## src/rtl/miriscv_fetch_pkg.sv

```systemverilog
// Shared types and constants for the miriscv instruction fetch stage.
package miriscv_fetch_pkg;

    localparam int unsigned XLEN = 32;
    localparam int unsigned ILEN = 32;

    localparam logic [ILEN-1:0] NOP_INSTR     = 32'h0000_0013;
    localparam logic [XLEN-1:0] FETCH_PC_STEP = XLEN'(4);

    typedef struct packed {
        logic [ILEN-1:0] instr;
        logic [XLEN-1:0] pc;
    } fetch_entry_t;

    // Sequential PC, wraps modulo 2^XLEN
    function automatic logic [XLEN-1:0] fetch_pc_inc(input logic [XLEN-1:0] pc);
        return pc + FETCH_PC_STEP;
    endfunction

endpackage

```

## src/rtl/miriscv_fetch_fifo.sv

```systemverilog
// Prefetch FIFO for the fetch stage: synchronous reset and flush, same-cycle push/pop.
module miriscv_fetch_fifo #(
    parameter int unsigned DEPTH = 2,
    parameter type entry_t = logic [63:0]
) (
    input  logic                         clk_i,
    input  logic                         rst_i,
    input  logic                         flush,
    input  logic                         push,
    input  entry_t                       push_data,
    input  logic                         pop,
    output entry_t                       head,
    output logic [$clog2(DEPTH):0]       count,
    output logic                         empty,
    output logic                         full
);

    localparam int unsigned AW = $clog2(DEPTH);
    localparam int unsigned CW = AW + 1;

    entry_t          mem_q [DEPTH];
    logic [AW-1:0]   wr_ptr_q;
    logic [AW-1:0]   rd_ptr_q;
    logic [CW-1:0]   count_q;
    logic            pop_en;

    assign empty  = (count_q == '0);
    assign full   = (count_q == CW'(DEPTH));
    assign count  = count_q;
    assign head   = mem_q[rd_ptr_q];
    assign pop_en = pop & ~empty;

    // Pointer and occupancy bookkeeping; flush drops everything
    always_ff @(posedge clk_i) begin
        if (rst_i || flush) begin
            wr_ptr_q <= '0;
            rd_ptr_q <= '0;
            count_q  <= '0;
        end else begin
            if (push)   wr_ptr_q <= wr_ptr_q + AW'(1);
            if (pop_en) rd_ptr_q <= rd_ptr_q + AW'(1);
            count_q <= count_q + CW'(push) - CW'(pop_en);
        end
    end

    // Storage needs no reset: occupancy gates every read
    always_ff @(posedge clk_i) begin
        if (push && !flush && !rst_i) mem_q[wr_ptr_q] <= push_data;
    end

endmodule

```

## src/rtl/miriscv_fetch_stage.sv

```systemverilog
// miriscv instruction fetch stage: PC ownership, in-order memory requests, prefetch FIFO.
// Optional same-cycle response bypass to decode: define MIRISCV_FETCH_BYPASS_EN.
module miriscv_fetch_stage
    import miriscv_fetch_pkg::*;
#(
    parameter int unsigned FIFO_DEPTH = 2
) (
    input  logic              clk_i,
    input  logic              rst_i,
    input  logic [XLEN-1:0]   boot_addr_i,

    output logic              instr_req_o,
    output logic [XLEN-1:0]   instr_addr_o,
    input  logic              instr_rvalid_i,
    input  logic [ILEN-1:0]   instr_rdata_i,

    input  logic [XLEN-1:0]   cu_pc_bra_i,
    input  logic              cu_boot_addr_load_en_i,
    input  logic              cu_stall_f_i,
    input  logic              cu_kill_f_i,

    output logic [ILEN-1:0]   f_instr_o,
    output logic [XLEN-1:0]   f_current_pc_o,
    output logic [XLEN-1:0]   f_next_pc_o,
    output logic              f_valid_o
);

    localparam int unsigned CW = $clog2(FIFO_DEPTH) + 1;
    localparam int unsigned SW = CW + 1;

    logic [XLEN-1:0] fetch_pc_q;
    logic [XLEN-1:0] resp_pc_q;
    logic [CW-1:0]   outstanding_q;
    logic [CW-1:0]   discard_q;

    logic            boot_load;
    logic            kill;
    logic            redirect;
    logic [XLEN-1:0] redirect_pc;
    logic            bypass;
    logic            accept_rsp;
    logic            fifo_push;
    logic            fifo_pop;
    logic            credit_pop;
    logic [SW-1:0]   credit_used;

    fetch_entry_t    push_entry;
    fetch_entry_t    fifo_head;
    logic [CW-1:0]   fifo_count;
    logic            fifo_empty;
    logic            fifo_full;

    // Boot load outranks kill; a kill while stalled is held off by the control unit
    assign boot_load   = cu_boot_addr_load_en_i;
    assign kill        = cu_kill_f_i & ~cu_stall_f_i & ~boot_load;
    assign redirect    = boot_load | kill;
    assign redirect_pc = boot_load ? boot_addr_i : cu_pc_bra_i;

`ifdef MIRISCV_FETCH_BYPASS_EN
    assign bypass = instr_rvalid_i & fifo_empty & (discard_q == '0) & ~cu_stall_f_i & ~redirect;
`else
    assign bypass = 1'b0;
`endif

    assign accept_rsp = instr_rvalid_i & (discard_q == '0) & ~redirect;
    assign fifo_push  = accept_rsp & ~bypass;
    assign fifo_pop   = ~fifo_empty & ~cu_stall_f_i & ~kill;
    assign credit_pop = f_valid_o & ~cu_stall_f_i & ~kill;

    // Entries plus in-flight requests never exceed the FIFO size
    assign credit_used = SW'(fifo_count) + SW'(outstanding_q) - SW'(credit_pop);
    assign instr_req_o = ~rst_i & ~redirect & (credit_used < SW'(FIFO_DEPTH));
    assign instr_addr_o = fetch_pc_q;

    assign push_entry.instr = instr_rdata_i;
    assign push_entry.pc    = resp_pc_q;

    miriscv_fetch_fifo #(
        .DEPTH   (FIFO_DEPTH),
        .entry_t (fetch_entry_t)
    ) u_fifo (
        .clk_i     (clk_i),
        .rst_i     (rst_i),
        .flush     (redirect),
        .push      (fifo_push),
        .push_data (push_entry),
        .pop       (fifo_pop),
        .head      (fifo_head),
        .count     (fifo_count),
        .empty     (fifo_empty),
        .full      (fifo_full)
    );

    // Fetch PC, response PC and in-flight accounting
    always_ff @(posedge clk_i) begin
        if (rst_i) begin
            fetch_pc_q    <= '0;
            resp_pc_q     <= '0;
            outstanding_q <= '0;
            discard_q     <= '0;
        end else if (redirect) begin
            fetch_pc_q    <= redirect_pc;
            resp_pc_q     <= redirect_pc;
            outstanding_q <= outstanding_q - CW'(instr_rvalid_i);
            discard_q     <= outstanding_q - CW'(instr_rvalid_i);
        end else begin
            if (instr_req_o) fetch_pc_q <= fetch_pc_inc(fetch_pc_q);
            outstanding_q <= outstanding_q + CW'(instr_req_o) - CW'(instr_rvalid_i);
            if (instr_rvalid_i) begin
                if (discard_q != '0) discard_q <= discard_q - CW'(1);
                else                 resp_pc_q <= fetch_pc_inc(resp_pc_q);
            end
        end
    end

    // Decode always executes its input, so an empty stage shows a NOP bubble
    always_comb begin
        f_valid_o      = 1'b0;
        f_instr_o      = NOP_INSTR;
        f_current_pc_o = resp_pc_q;
        if (bypass) begin
            f_valid_o      = 1'b1;
            f_instr_o      = instr_rdata_i;
            f_current_pc_o = resp_pc_q;
        end else if (!fifo_empty) begin
            f_valid_o      = 1'b1;
            f_instr_o      = fifo_head.instr;
            f_current_pc_o = fifo_head.pc;
        end
    end

    assign f_next_pc_o = fetch_pc_inc(f_current_pc_o);

    rsp_without_req: assert property (@(posedge clk_i) disable iff (rst_i)
        instr_rvalid_i |-> (outstanding_q != '0));

    fifo_no_overflow: assert property (@(posedge clk_i) disable iff (rst_i)
        fifo_push |-> (!fifo_full || fifo_pop));

endmodule

```

## config.mk

```make
export PLATFORM = sky130hd
export DESIGN_NAME = miriscv_fetch_stage
export DESIGN_NICKNAME = d
export VERILOG_FILES = /design/src/rtl/miriscv_fetch_pkg.sv /design/src/rtl/miriscv_fetch_fifo.sv /design/src/rtl/miriscv_fetch_stage.sv
export SDC_FILE = /design/constraint.sdc
export NUM_CORES = 1
export LEC_CHECK = 0
export ABC_AREA = 1
export BUFFER_PORTS_ARGS = -buffer_cell sky130_fd_sc_hd__clkbuf_2
export CAP_MARGIN = 20
export CORE_ASPECT_RATIO = 1.5
export CORE_UTILIZATION = 49
export CTS_CLUSTER_SIZE = 25
export DETAILED_ROUTE_END_ITERATION = 10
export GPL_TIMING_DRIVEN = 0
export PLACE_DENSITY = 0.69
export SLEW_MARGIN = 15
export SYNTH_ARGS = -nofsm -noshare
export SYNTH_HDL_FRONTEND = slang
export SYNTH_SLANG_ARGS = --single-unit
```

## constraint.sdc

```tcl
create_clock -name clk_i -period 12.9 [get_ports clk_i]
set_input_delay 1.935 -clock clk_i [delete_from_list [all_inputs] [get_ports clk_i]]
set_output_delay 1.935 -clock clk_i [all_outputs]
set_load 0.01 [all_outputs]
```

# Word-level counts from Yosys, hierarchy flattened
# Memory sizes are Yosys's and may differ from the RTL's. A register that Yosys moved wholly into a read port is not among the register bits.
# Index checks and enable logic that the tools add are counted.
# classes
add_sub_neg,13
magnitude_cmp,1
n_eq_ne,1
mux,17
n_bitwise,18
reduce_logical,13
# op_table
cell,n
32-bit two-way mux,8
32-bit by 3-bit adder with 32-bit output (second input constant),3
1-bit bitwise AND,11
2-bit two-way mux,4
2-bit nonzero test,4
1-bit inverter,6
2-bit by 1-bit subtractor with 2-bit output,3
1-bit two-way mux,5
2-bit by 1-bit adder with 2-bit output,2
2-bit logical NOT,2
2-bit AND reduction,2
2-bit by 2-bit adder with 3-bit output,1
3-bit by 2-bit less-than comparator with 1-bit output (second input constant),1
3-bit by 1-bit subtractor with 3-bit output,1
1-bit adder (second input constant),2
1-bit logical AND,2
1-bit logical NOT,2
2-bit inequality test (second input constant),1
2-bit by 1-bit subtractor with 2-bit output (second input constant),1
1-bit logical OR,1
1-bit OR,1
# totals
reg_bits,72
ramBits,128
inputBits,102
memories,1
# memory_table
name,depth,word_bits,rd,rd_ports_with_merged_regs,write_ports,line,source
u_fifo.mem_q,2,64,1,1,1,miriscv_fetch_fifo.sv:21,entry_t mem_q [DEPTH];

# Logic depth before layout (Yosys ltp)
# Gate-level depths: netlist of the first run.
# logic_depth
ltp_word,11
ltp_mapped,19

# Modules after synthesis
# From an unflattened synthesis of the first run, not the netlist that was laid out.
# unflattened
cells_unflattened,1536
area_unflattened_um2,12174.2
# modules_own_cells
mod,instances,cells_per_inst,area_each_um2,seq_area_each_um2
miriscv_fetch_stage,1,1298,7001.7,1361.3
miriscv_fetch_fifo,1,238,5172.5,3943.8

# Worst setup path before layout of the first run
# No wires, ideal clock.
# synth_path
path_type,input port to flip-flop
start,in cu_boot_addr_load_en_i
end,"mem u_fifo.mem_q[0][0] in the netlist's numbering, enable pin"
setup_time_ns,0.644
arrival_ns,8.625
required_ns,12.256
slack_ns,3.631
cell_stages,5
path_buffers,2
path_cell_list,buf_2 -> nor2_4 -> inv_2 -> clkbuf_1 -> nor4_1
# synth_via
elab_chain_cells,9
# synth_rtl
element,line,source
"start, declared",miriscv_fetch_stage.sv:18,"input logic cu_boot_addr_load_en_i,"
1-bit inverter,miriscv_fetch_stage.sv:55,assign kill = cu_kill_f_i & ~cu_stall_f_i & ~boot_load;
1-bit bitwise AND,miriscv_fetch_stage.sv:55,
1-bit OR (*),miriscv_fetch_stage.sv:56,assign redirect = boot_load | kill;
1-bit inverter,miriscv_fetch_stage.sv:65,assign accept_rsp = instr_rvalid_i & (discard_q == '0) & ~redirect;
1-bit bitwise AND,miriscv_fetch_stage.sv:65,
1-bit logical AND (*) (2 in a row),miriscv_fetch_fifo.sv:48,if (push && !flush && !rst_i) mem_q[wr_ptr_q] <= push_data;
1-bit two-way mux (*),miriscv_fetch_fifo.sv:48,
1-bit two-way mux (not written as such) (*),miriscv_fetch_fifo.sv:48,
"end, declared",miriscv_fetch_fifo.sv:21,
# Every way passes the cells marked *; elsewhere a longest branch is shown, timed or not.

# Worst setup path in the final report of the first run
# layout_path
start,in cu_boot_addr_load_en_i
end,out instr_req_o
# layout_via
elab_chain_cells,7
# layout_rtl
element,line,source
1-bit inverter,miriscv_fetch_stage.sv:55,
1-bit bitwise AND,miriscv_fetch_stage.sv:55,
1-bit inverter,miriscv_fetch_stage.sv:68,assign credit_pop = f_valid_o & ~cu_stall_f_i & ~kill;
1-bit bitwise AND,miriscv_fetch_stage.sv:68,
3-bit by 1-bit subtractor with 3-bit output,miriscv_fetch_stage.sv:71,assign credit_used = SW'(fifo_count) + SW'(outstanding_q) - SW'(credit_pop);
3-bit by 2-bit less-than comparator with 1-bit output,miriscv_fetch_stage.sv:72,assign instr_req_o = ~rst_i & ~redirect & (credit_used < SW'(FIFO_DEPTH));
1-bit bitwise AND (*),miriscv_fetch_stage.sv:72,
"end, declared",miriscv_fetch_stage.sv:12,"output logic instr_req_o,"
# Marked as above.

==> metrics, run 1 <==
fin. max-slew vios=0; Num CTS Buffers=20; via count=roughly 11k; post-cts sizing count=0; initial core utilization=between 40% and 50%; Fillers=2167; yosys warns=0; Power Density=123 nW/um^2; Post-Syn Area per Cell=approximately 7.3 sq um; Worst Max-Slew Pin Slew=a little under 0.8 ns; post-CTS setup buffer count=0; CTS tree=built; fmax=around 0.16 GHz; Req. time, crit path=between 10 and 15 ns; syn nets=~1.7k; Seq cells post-synth=approximately 200; Crit Path Max Fanout=8; area of the multi-input gates=approximately 5400 sq um; DR pass1 iterations=5; post-synthesis sequential area ratio=~46%; Sum Neg Setup Slack=0 ns; CTS H-tree depth=1; Post-DRT Antenna Nets=0; Hold Path Class=flop to flop; critical path arrival=4.41 ns; crit path time final=approximately 6.3 ns; clock sink count=between 200 and 250; hold_buf cts=0; Setup-failing EPs final=0; synth unique cells=38; switch share=a little over a quarter; Final nets=~1.9k; Ant. Diodes=0; Rows=a little under 70; core region area=~23000 sq um; Vias/cell=5.32; placed instance count=approximately 2.1k; Max VDD drop=83.8 uV; initial antenna violation count=0; unrepaired setup endpoints after global routing=no; Reg area=about 5300 sq um; Rel. slew slack=a little under half; Worst Skew=between 0.015 and 0.02 ns; chip width=approximately 130 um; area delta synth->final=21.0%; DPL Wire Length=28300 um; placed cell areas=about 13000 sq um; WL final=36300 um; Max Cap Viol=0; clock latency on the worst-skew pair=0.50 ns; layout cells sized above 1=roughly a fifth; first-pass GRT wire length=55900 um; DIE AREA=approximately 24000 sq um; DRC errors left=0; fin crit share=between 40% and 50%; Initial DRC Count=a little under 700; clock buffer depth=3; CP endpoint kind=output port; status=finished clean; largest net degree at the start of global routing=16; I/O Pins=232; Synth Instances=between 1.5k and 2k; synthesized area=11500 sq um; Combinational Power Share=16.0%; Layout Cell Area excl Fill=roughly 14000 sq um; CP Launch Type=input pin; Final Non-Filler Cells=approximately 2.1k; part of the power in registers=around 44%; vias in the first global route=roughly 11k; WL/cell=17.1 um; Clock power frac=between 30% and 40%; root buffer cell=clkbuf_16; Buffers on Ports=~230; gr usage total=29.9%; Die Span Y=around 190 um; grt ovf=0; cell internal pwr=around 1.2 mW; gpl congestion=about 0.97; Leak=between 6 and 7 nW; clk slew on worst S/H paths=about 0.07 ns; type of the worst setup path=input pin to output port; Final Hold Fails=0; P_sw=between 0.4 and 0.5 mW; Tot Pwr=roughly 1.7 mW
## cells in the final DEF, fill, tap and decap left out, types with 5 or more instances in the layout
| cell type | count |
|---|---|
| edfxtp_1 | 128 |
| clkbuf_1 | 38 |
| nor2_2 | 17 |
| nand4_1 | 18 |
| clkbuf_2 | 229 |
| xnor2_1 | 5 |
| bufinv_16 | 7 |
| a21oi_1 | 96 |
| nand2_1 | 615 |
| nand2_2 | 26 |
| or2_2 | 5 |
| buf_4 | 16 |
| buf_2 | 16 |
| buf_1 | 7 |
| inv_1 | 115 |
| inv_2 | 7 |
| buf_6 | 10 |
| clkbuf_16 | 21 |
| dfxtp_1 | 73 |
| xor2_1 | 28 |
| nor2_1 | 115 |
| nor3_1 | 19 |
| a31oi_1 | 22 |
| ha_1 | 10 |
| o21ai_0 | 76 |
| nand3_1 | 98 |
## power by group through the flow
stage | Clock, mW | Sequential, mW | Combinational (mW)
4_1_cts | 0.691 | 0.754 | 0.273
3_5_place_dp | 0 | 0.768 | 0.272
3_3_place_gp | 0 | 0.769 | 0.265
6_report | 0.682 | 0.756 | 0.274
2_1_floorplan | 0 | 0.762 | 0.161
5_1_grt | 0.715 | 0.759 | 0.303
## layout make-up
| type | instances | area share (%) |
|---|---|---|
| Clock buffer | 26 | 3.92 |
| Buffer | 64 | 2.37 |
| Inverter | 123 | 3.36 |
| Multi-Input combinational cell | 1174 | 38.8 |
| Clock inverter | 9 | 1.58 |
| Sequential cell | 201 | 38.2 |
| Tap cell | 280 | 2.53 |
| Timing Repair Buffer | 247 | 9.23 |
## per-stage QoR
| stage | setup slack, ns | util, % | hold WS (ns) |
|---|---|---|---|
| 2_1_floorplan | 3.63 | - | 0.441 |
| 3_3_place_gp | -0.457 | 56.4 | 0.448 |
| 3_5_place_dp | 6.59 | 57.1 | 0.454 |
| 4_1_cts | 6.58 | 60.4 | 0.470 |
| 5_1_grt | 6.40 | 60.4 | 0.491 |
| 6_report | 6.56 | 60.4 | 0.469 |
## cells by family after synthesis
logic type	count (synthesis)	synth area share, %
XOR/XNOR	33	2.52
buffers and inverters	187	6.94
adder cells (fa/ha/maj)	11	1.27
flip-flops	201	46.3
AND/OR/NAND/NOR	927	33.7
AO/OA/AOI/OAI	203	9.27
## metal layers
| metal | vias to the layer above | routed length [um] | GRT usage [%] |
|---|---|---|---|
| li1 | 5638 | - | - |
| met1 | 5162 | 13900 | 32.3 |
| met2 | 404 | 18900 | 57.2 |
| met3 | 95 | 1730 | 2.83 |
| met4 | 0 | 1800 | 15.2 |
| met5 | - | 0 | 0 |
## worst max-delay path, cell delays in order
cell and delay (ns):
buf_2 0.18, o21ai_0 0.39, inv_1 0.09, ha_1 0.27, or2_2 0.30, fa_1 0.48
inv_1 0.04, nor2_1 0.13, nand2_1 0.07, nor2_1 0.31, clkbuf_2 0.21
## cells in the mapped netlist, drive strengths merged
cell | instances | area (sq um)
buf | 31 | 205
nand3b | 4 | 30.0
nor2 | 136 | 583
nand2 | 642 | 2490
nor2b | 1 | 6.26
xnor2 | 5 | 43.8
o21bai | 3 | 22.5
a31oi | 22 | 138
clkbuf | 33 | 124
nand3 | 98 | 490
nand4 | 18 | 113
or2 | 5 | 31.3
fa | 1 | 20.0
nor3 | 20 | 105
edfxtp | 128 | 3840
xor2 | 28 | 245
nor4 | 1 | 6.26
o21a | 1 | 7.51
inv | 123 | 467
ha | 10 | 125
dfxtp | 73 | 1460
a21oi | 96 | 480
o21ai | 77 | 385
o211ai | 3 | 22.5
a211oi | 1 | 7.51
and2 | 1 | 6.26
nor3b | 1 | 7.51
## worst paths after layout
kind	to	slack (ns)	from	cells past startpoint
max	instr_req_o	6.56	cu_boot_addr_load_en_i	11
min	discard_q[0]$_SDFFE_PP0P_	0.47	discard_q[0]$_SDFFE_PP0P_	1
max reg2reg	instr_addr_o[8]$_SDFFE_PP0P_	9.11	u_fifo.count[1]$_SDFF_PP0_	17
min reg2reg	discard_q[0]$_SDFFE_PP0P_	0.47	discard_q[0]$_SDFFE_PP0P_	1
## sequential cells by signal, summed over array words and instances (netlist names), named ones only
signal / flops
outstanding_q: 2
u_fifo.count: 2
u_fifo.mem_q: 128
u_fifo.wr_ptr_q: 1
discard_q: 2
instr_addr_o: 32
resp_pc_q: 32
u_fifo.rd_ptr_q: 1
(Power assumes the default switching activity.)
==> run 2: changes to the inputs <==
Settings changed: PLACE_DENSITY 0.69 to 0.72.
Clock period 12.9 ns to 5.18 ns, I/O delays scaled along.
==> metrics, run 2 (synthesis results as in run 1) <==
status=finished clean (unchanged); Reg-to-Reg End=instr_addr_o[8]$_SDFFE_PP0P_ (unchanged); CP Launch Type=flop (was input pin); area delta synth->final=20.0% (was 21.0%); CP endpoint kind=output port (unchanged); fmax=~0.23 GHz; Num CTS Buffers=20 (unchanged); Max Cap Viol=0 (unchanged); crit path time final=about 4.4 ns; Worst Max-Slew Pin Slew=0.809 ns (was 0.783 ns); smallest hold slack=0.465 ns (was 0.469 ns); commonest non-fill, non-tap cell in the layout=nand2_1 (unchanged); Req. time, crit path=4.40 ns (was 10.97 ns); Die Span Y=189 um (unchanged); Biggest register=u_fifo.mem_q (unchanged); I/O Pins=232 (unchanged); max FFs per register=128 (unchanged); DRC errors left=0 (unchanged); most frequent cells in the layout=nand2_1, clkbuf_2, edfxtp_1, inv_1, nor2_1 (unchanged); max incr delay on CP=0.48 ns (about the same); Crit path top cell by count=nor2_1; initial core utilization=49.9% (unchanged); core region area=23000 sq um (unchanged); clock buffer depth=3 (unchanged); WL final=35200 um (was 36300 um); Tot Pwr=3.96 mW (was 1.71 mW); grt ovf=0 (unchanged); Power Density=288 nW/um^2 (was 123 nW/um^2); Buffers on Ports=229 (unchanged); chip width=127 um (unchanged); hold_buf cts=0 (unchanged); Crit Path Max Fanout=10 (was 8); layout cells sized above 1=19.3% (was 19.7%); largest net degree at the start of global routing=16 (unchanged); via count=11.3k (about the same); clk slew on worst S/H paths=0.06 ns (was 0.07 ns); worst reg2reg path startpoint=u_fifo.count[1]$_SDFF_PP0_ (unchanged); root buffer cell=clkbuf_16 (unchanged); Fillers=2150 (was 2167); Final nets=1937 (was 1944); Crit-path slowest cell=fa_1 (unchanged); CP Capture Point=instr_req_o (unchanged); fin. max-slew vios=0 (unchanged); Leak=6.14 nW (was 6.22 nW); Rows=68 (unchanged); type of the worst setup path=flop to output port (was input pin to output port); gr usage total=29.6% (was 29.9%); Final Hold Fails=0 (unchanged); Rel. slew slack=46.1% (was 47.8%); Layout Cell Area excl Fill=13800 sq um (was 13900 sq um); Sum Neg Setup Slack=0 ns (unchanged); critical path arrival=3.63 ns (was 4.41 ns); crit path cell chain=inv_2 -> nand2_8 -> inv_6 -> buf_2 -> nor2_1 -> o21ai_0 -> inv_1 -> ha_1 -> or2_2 -> fa_1 -> inv_1 -> nor2_1 -> nand2_1 -> nor2_1 -> clkbuf_2 (was buf_2 -> o21ai_0 -> inv_1 -> ha_1 -> or2_2 -> fa_1 -> inv_1 -> nor2_1 -> nand2_1 -> nor2_1 -> clkbuf_2); WL/cell=16.6 um (was 17.1 um); Initial DRC Count=744 (was 690); Post-DRT Antenna Nets=0 (unchanged); Setup-failing EPs final=0 (unchanged); DIE AREA=24000 sq um (unchanged); Worst Skew=0.00857 ns (was 0.0167 ns); clock latency on the worst-skew pair=0.49 ns (was 0.50 ns); vias in the first global route=11.2k (was 10.9k); fin crit share=about 85%; post-CTS setup buffer count=0 (unchanged); placed cell areas=13100 sq um (about the same); placed instance count=2082 (was 2089); gpl congestion=0.928 (was 0.966); CTS tree=built (unchanged); unrepaired setup endpoints after global routing=no (unchanged); Crit. Startpoint=u_fifo.count[1]$_SDFF_PP0_ (was cu_boot_addr_load_en_i); DR pass1 iterations=5 (unchanged); first-pass GRT wire length=55800 um (was 55900 um); CTS H-tree depth=1 (unchanged); DPL Wire Length=27300 um (was 28300 um); clock sink count=201 (unchanged); Hold Path Class=flop to flop (unchanged); post-cts sizing count=0 (unchanged); R2R Setup Slk=1.38 ns (was 9.11 ns); FF-to-FF path depth=17 (unchanged); Final Non-Filler Cells=2117 (was 2124); Vias/cell=5.35 (was 5.32); Ant. Diodes=0 (unchanged); Max VDD drop=218 uV (was 83.8 uV); initial antenna violation count=0 (unchanged)
[run 2: cell count changes in the layout (fill, tap and decap cells not counted), sizes merged]
cell | previous run | this run
clkinvlp | 0 | 2
bufinv | 7 | 1
clkinv | 2 | 6
buf | 49 | 42
[run 2: power breakdown]
group / switching [mW] / internal [mW]
sequential: 0.0958 / 1.79
combinational: 0.441 / 0.240
clock: 0.612 / 0.791
total: 1.15 / 2.82
[run 2: how the worst min path moves through the flow]
| stage | startpoint | to | cells past startpoint |
|---|---|---|---|
| 2_1_floorplan | discard_q[0]$_SDFFE_PP0P_ | discard_q[0]$_SDFFE_PP0P_ | 1 |
| 3_3_place_gp | discard_q[0]$_SDFFE_PP0P_ | discard_q[0]$_SDFFE_PP0P_ | 1 |
| 3_5_place_dp | discard_q[0]$_SDFFE_PP0P_ | discard_q[0]$_SDFFE_PP0P_ | 1 |
| 4_1_cts | instr_rdata_i[31] | u_fifo.mem_q[1][63]$_DFFE_PP_ | 1 |
| 5_1_grt | instr_rdata_i[28] | u_fifo.mem_q[0][60]$_DFFE_PP_ | 1 |
| 6_report | discard_q[0]$_SDFFE_PP0P_ | discard_q[0]$_SDFFE_PP0P_ | 1 |
[run 2: through the flow]
step / setup WS, ns / utilization (%)
floorplan: 0.899 / -
global placement: -0.733 / 56.5
detailed placement: 1.13 / 57.2
CTS: 0.798 / 59.9
global route: 0.589 / 59.9
finish: 0.776 / 59.9
[run 2: area by class of cell]
class,count,area [sq um],share of cell area (%)
multi-input combinational,1174,5390,39.2
clock buffer,26,544,3.96
tap,280,350,2.55
inverter,123,467,3.39
timing repair buffer,240,1300,9.46
sequential,201,5310,38.6
buffer,64,329,2.39
clock inverter,9,70.1,0.509
[run 2: worst max-delay path: cells and delay by family (launching register included)]
family | cells | cell delay (ns)
and+or+nand+nor | 6 | 0.97
adders and majority gates | 2 | 0.75
DFF | 1 | 0.33
buffers and inverters | 6 | 0.87
AOI/OAI and AO/OA | 1 | 0.19
[run 2: metal layers]
layer	track usage (%)	vias up	part of all wire, %
met3	3.36	116	6.0
met1	31.9	5143	37
met5	0	-	0
met4	17.2	0	5.4
met2	55.1	452	51
li1	-	5624	-
==> run 3: changes to the inputs <==
Settings changed: CORE_ASPECT_RATIO 1.5 to unset, PLACE_DENSITY 0.72 to 0.69.
Clock period 5.18 ns to 4.1 ns, I/O delays scaled along.
==> metrics, run 3 (synthesis results as in run 1) <==
Worst Skew=0.0106 ns (was 0.00857 ns); Max Cap Viol=0 (unchanged); root buffer cell=clkbuf_16 (unchanged); most frequent cells in the layout=nand2_1, clkbuf_2, edfxtp_1, inv_1, nor2_1 (unchanged); max FFs per register=128 (unchanged); largest net degree at the start of global routing=17 (was 16); first-pass GRT wire length=54700 um (was 55800 um); via count=11.3k (about the same); Fillers=2107 (was 2150); DPL Wire Length=26700 um (was 27300 um); commonest non-fill, non-tap cell in the layout=nand2_1 (unchanged); unrepaired setup endpoints after global routing=no (unchanged); clock latency on the worst-skew pair=0.52 ns (was 0.49 ns); Worst Max-Slew Pin Slew=0.750 ns (was 0.809 ns); Worst Min Path Start=instr_rdata_i[19] (was discard_q[0]$_SDFFE_PP0P_); clock sink count=201 (unchanged); crit path time final=around 3.8 ns; Initial DRC Count=828 (was 744); I/O Pins=232 (unchanged); layout cells sized above 1=19.5% (was 19.3%); Ant. Diodes=0 (unchanged); grt ovf=0 (unchanged); gr usage total=28.8% (was 29.6%); vias in the first global route=10.5k (was 11.2k); Leak=6.20 nW (was 6.14 nW); type of the worst setup path=flop to output port (unchanged); Rel. slew slack=50.0% (was 46.1%); Buffers on Ports=229 (unchanged); initial core utilization=50.3% (was 49.9%); Final Hold Fails=0 (unchanged); Rows=55 (was 68); Setup-failing EPs final=0 (unchanged); chip width=155 um (was 127 um); Final Non-Filler Cells=2155 (was 2117); Crit Path Max Fanout=18 (was 10); DR pass1 iterations=5 (unchanged); hold_buf cts=0 (unchanged); gpl congestion=0.919 (was 0.928); initial antenna violation count=0 (unchanged); worst reg2reg path startpoint=u_fifo.count[1]$_SDFF_PP0_ (unchanged); critical path arrival=3.21 ns (was 3.63 ns); status=finished clean (unchanged); Layout Cell Area excl Fill=13900 sq um (was 13800 sq um); CTS tree=built (unchanged); post-CTS setup buffer count=0 (unchanged); Req. time, crit path=3.48 ns (was 4.40 ns); core region area=22800 sq um (was 23000 sq um); Crit. Startpoint=u_fifo.count[1]$_SDFF_PP0_ (unchanged); area delta synth->final=21.4% (was 20.0%); placed instance count=2114 (was 2082); Biggest register=u_fifo.mem_q (unchanged); Die Span Y=155 um (was 189 um); Vias/cell=5.22 (was 5.35); clock buffer depth=3 (unchanged); CP endpoint kind=output port (unchanged); WL final=34900 um (was 35200 um); clk slew on worst S/H paths=0.06 ns (about the same); WL/cell=16.2 um (was 16.6 um); placed cell areas=13200 sq um (was 13100 sq um); Max VDD drop=228 uV (was 218 uV); DIE AREA=24000 sq um (about the same); CP Launch Type=flop (unchanged); Num CTS Buffers=23 (was 20); CTS H-tree depth=1 (unchanged); Power Density=379 nW/um^2 (was 288 nW/um^2); Hold Path Class=input pin to flop (was flop to flop); fin crit share=between 90% and 100%; DRC errors left=0 (unchanged); fin. max-slew vios=0 (unchanged); Post-DRT Antenna Nets=0 (unchanged); fmax=roughly 0.26 GHz; Final nets=1938 (was 1937)
==> run 3: stage by stage <==
stage | power (mW) | hold slack [ns] | setup TNS (ns) | util [%] | setup slack, ns
after floorplan | 2.90 | 0.441 | 0 | - | 0.369
after global placement | 3.25 | 0.453 | -82.37 | 57.2 | -1.08
after detailed placement | 3.27 | 0.458 | 0 | 57.8 | 0.473
after CTS | 5.28 | 0.266 | 0 | 61.1 | 0.0352
after global routing | 5.49 | 0.267 | 0 | 61.1 | 0.0613
final | 5.28 | 0.287 | 0 | 61.1 | 0.276
==> run 3: final cells by class <==
cell class	instances	area, sq um	share of cell area [%]
multi-input cells	1174	5400	38.8
flip-flops and latches	201	5310	38.1
repair buffers	239	1290	9.24
clock buffers	37	689	4.95
inverters	123	467	3.35
well taps	313	392	2.81
plain buffers	63	324	2.33
clock inverters	5	63.8	0.458
==> run 3: repair_timing <==
item	in CTS	in global routing
gates cloned	0	0
gates resized for setup	1	0
setup endpoints to repair	1	1
==> run 3: critical path, cell delays in order (launching register included) <==
cell	delay (ns)
dfxtp_1	0.32
inv_2	0.11
nand2_8	0.09
inv_6	0.18
nor2_1	0.06
o21ai_0	0.16
inv_1	0.08
ha_1	0.27
or2_2	0.30
fa_1	0.48
inv_1	0.04
nor2_1	0.14
nand2_1	0.08
nor2_2	0.20
clkbuf_2	0.17
==> run 3: power by group <==
group,total (mW),internal (mW),leakage (nW),switching (mW)
logic,0.858,0.302,4.07,0.556
registers,2.39,2.26,1.76,0.132
clock network,2.03,1.22,0.368,0.811
==> run 3: path summary, 6_finish.rpt <==
check,slack (ns),cells past startpoint,to
setup / recovery,0.28,14,instr_req_o
hold / removal,0.29,1,u_fifo.mem_q[1][51]$_DFFE_PP_
setup reg to reg,0.65,16,instr_addr_o[8]$_SDFFE_PP0P_
hold reg to reg,0.47,1,discard_q[0]$_SDFFE_PP0P_
==> run 3: metal layers <==
layer  track usage [%]  wire [um]  vias up
met4              10.0       1000        0
met1              38.7      15400     5068
met2              48.4      16200      475
li1                  -          -     5638
met5                 0          0        -
met3              3.06       2360       70
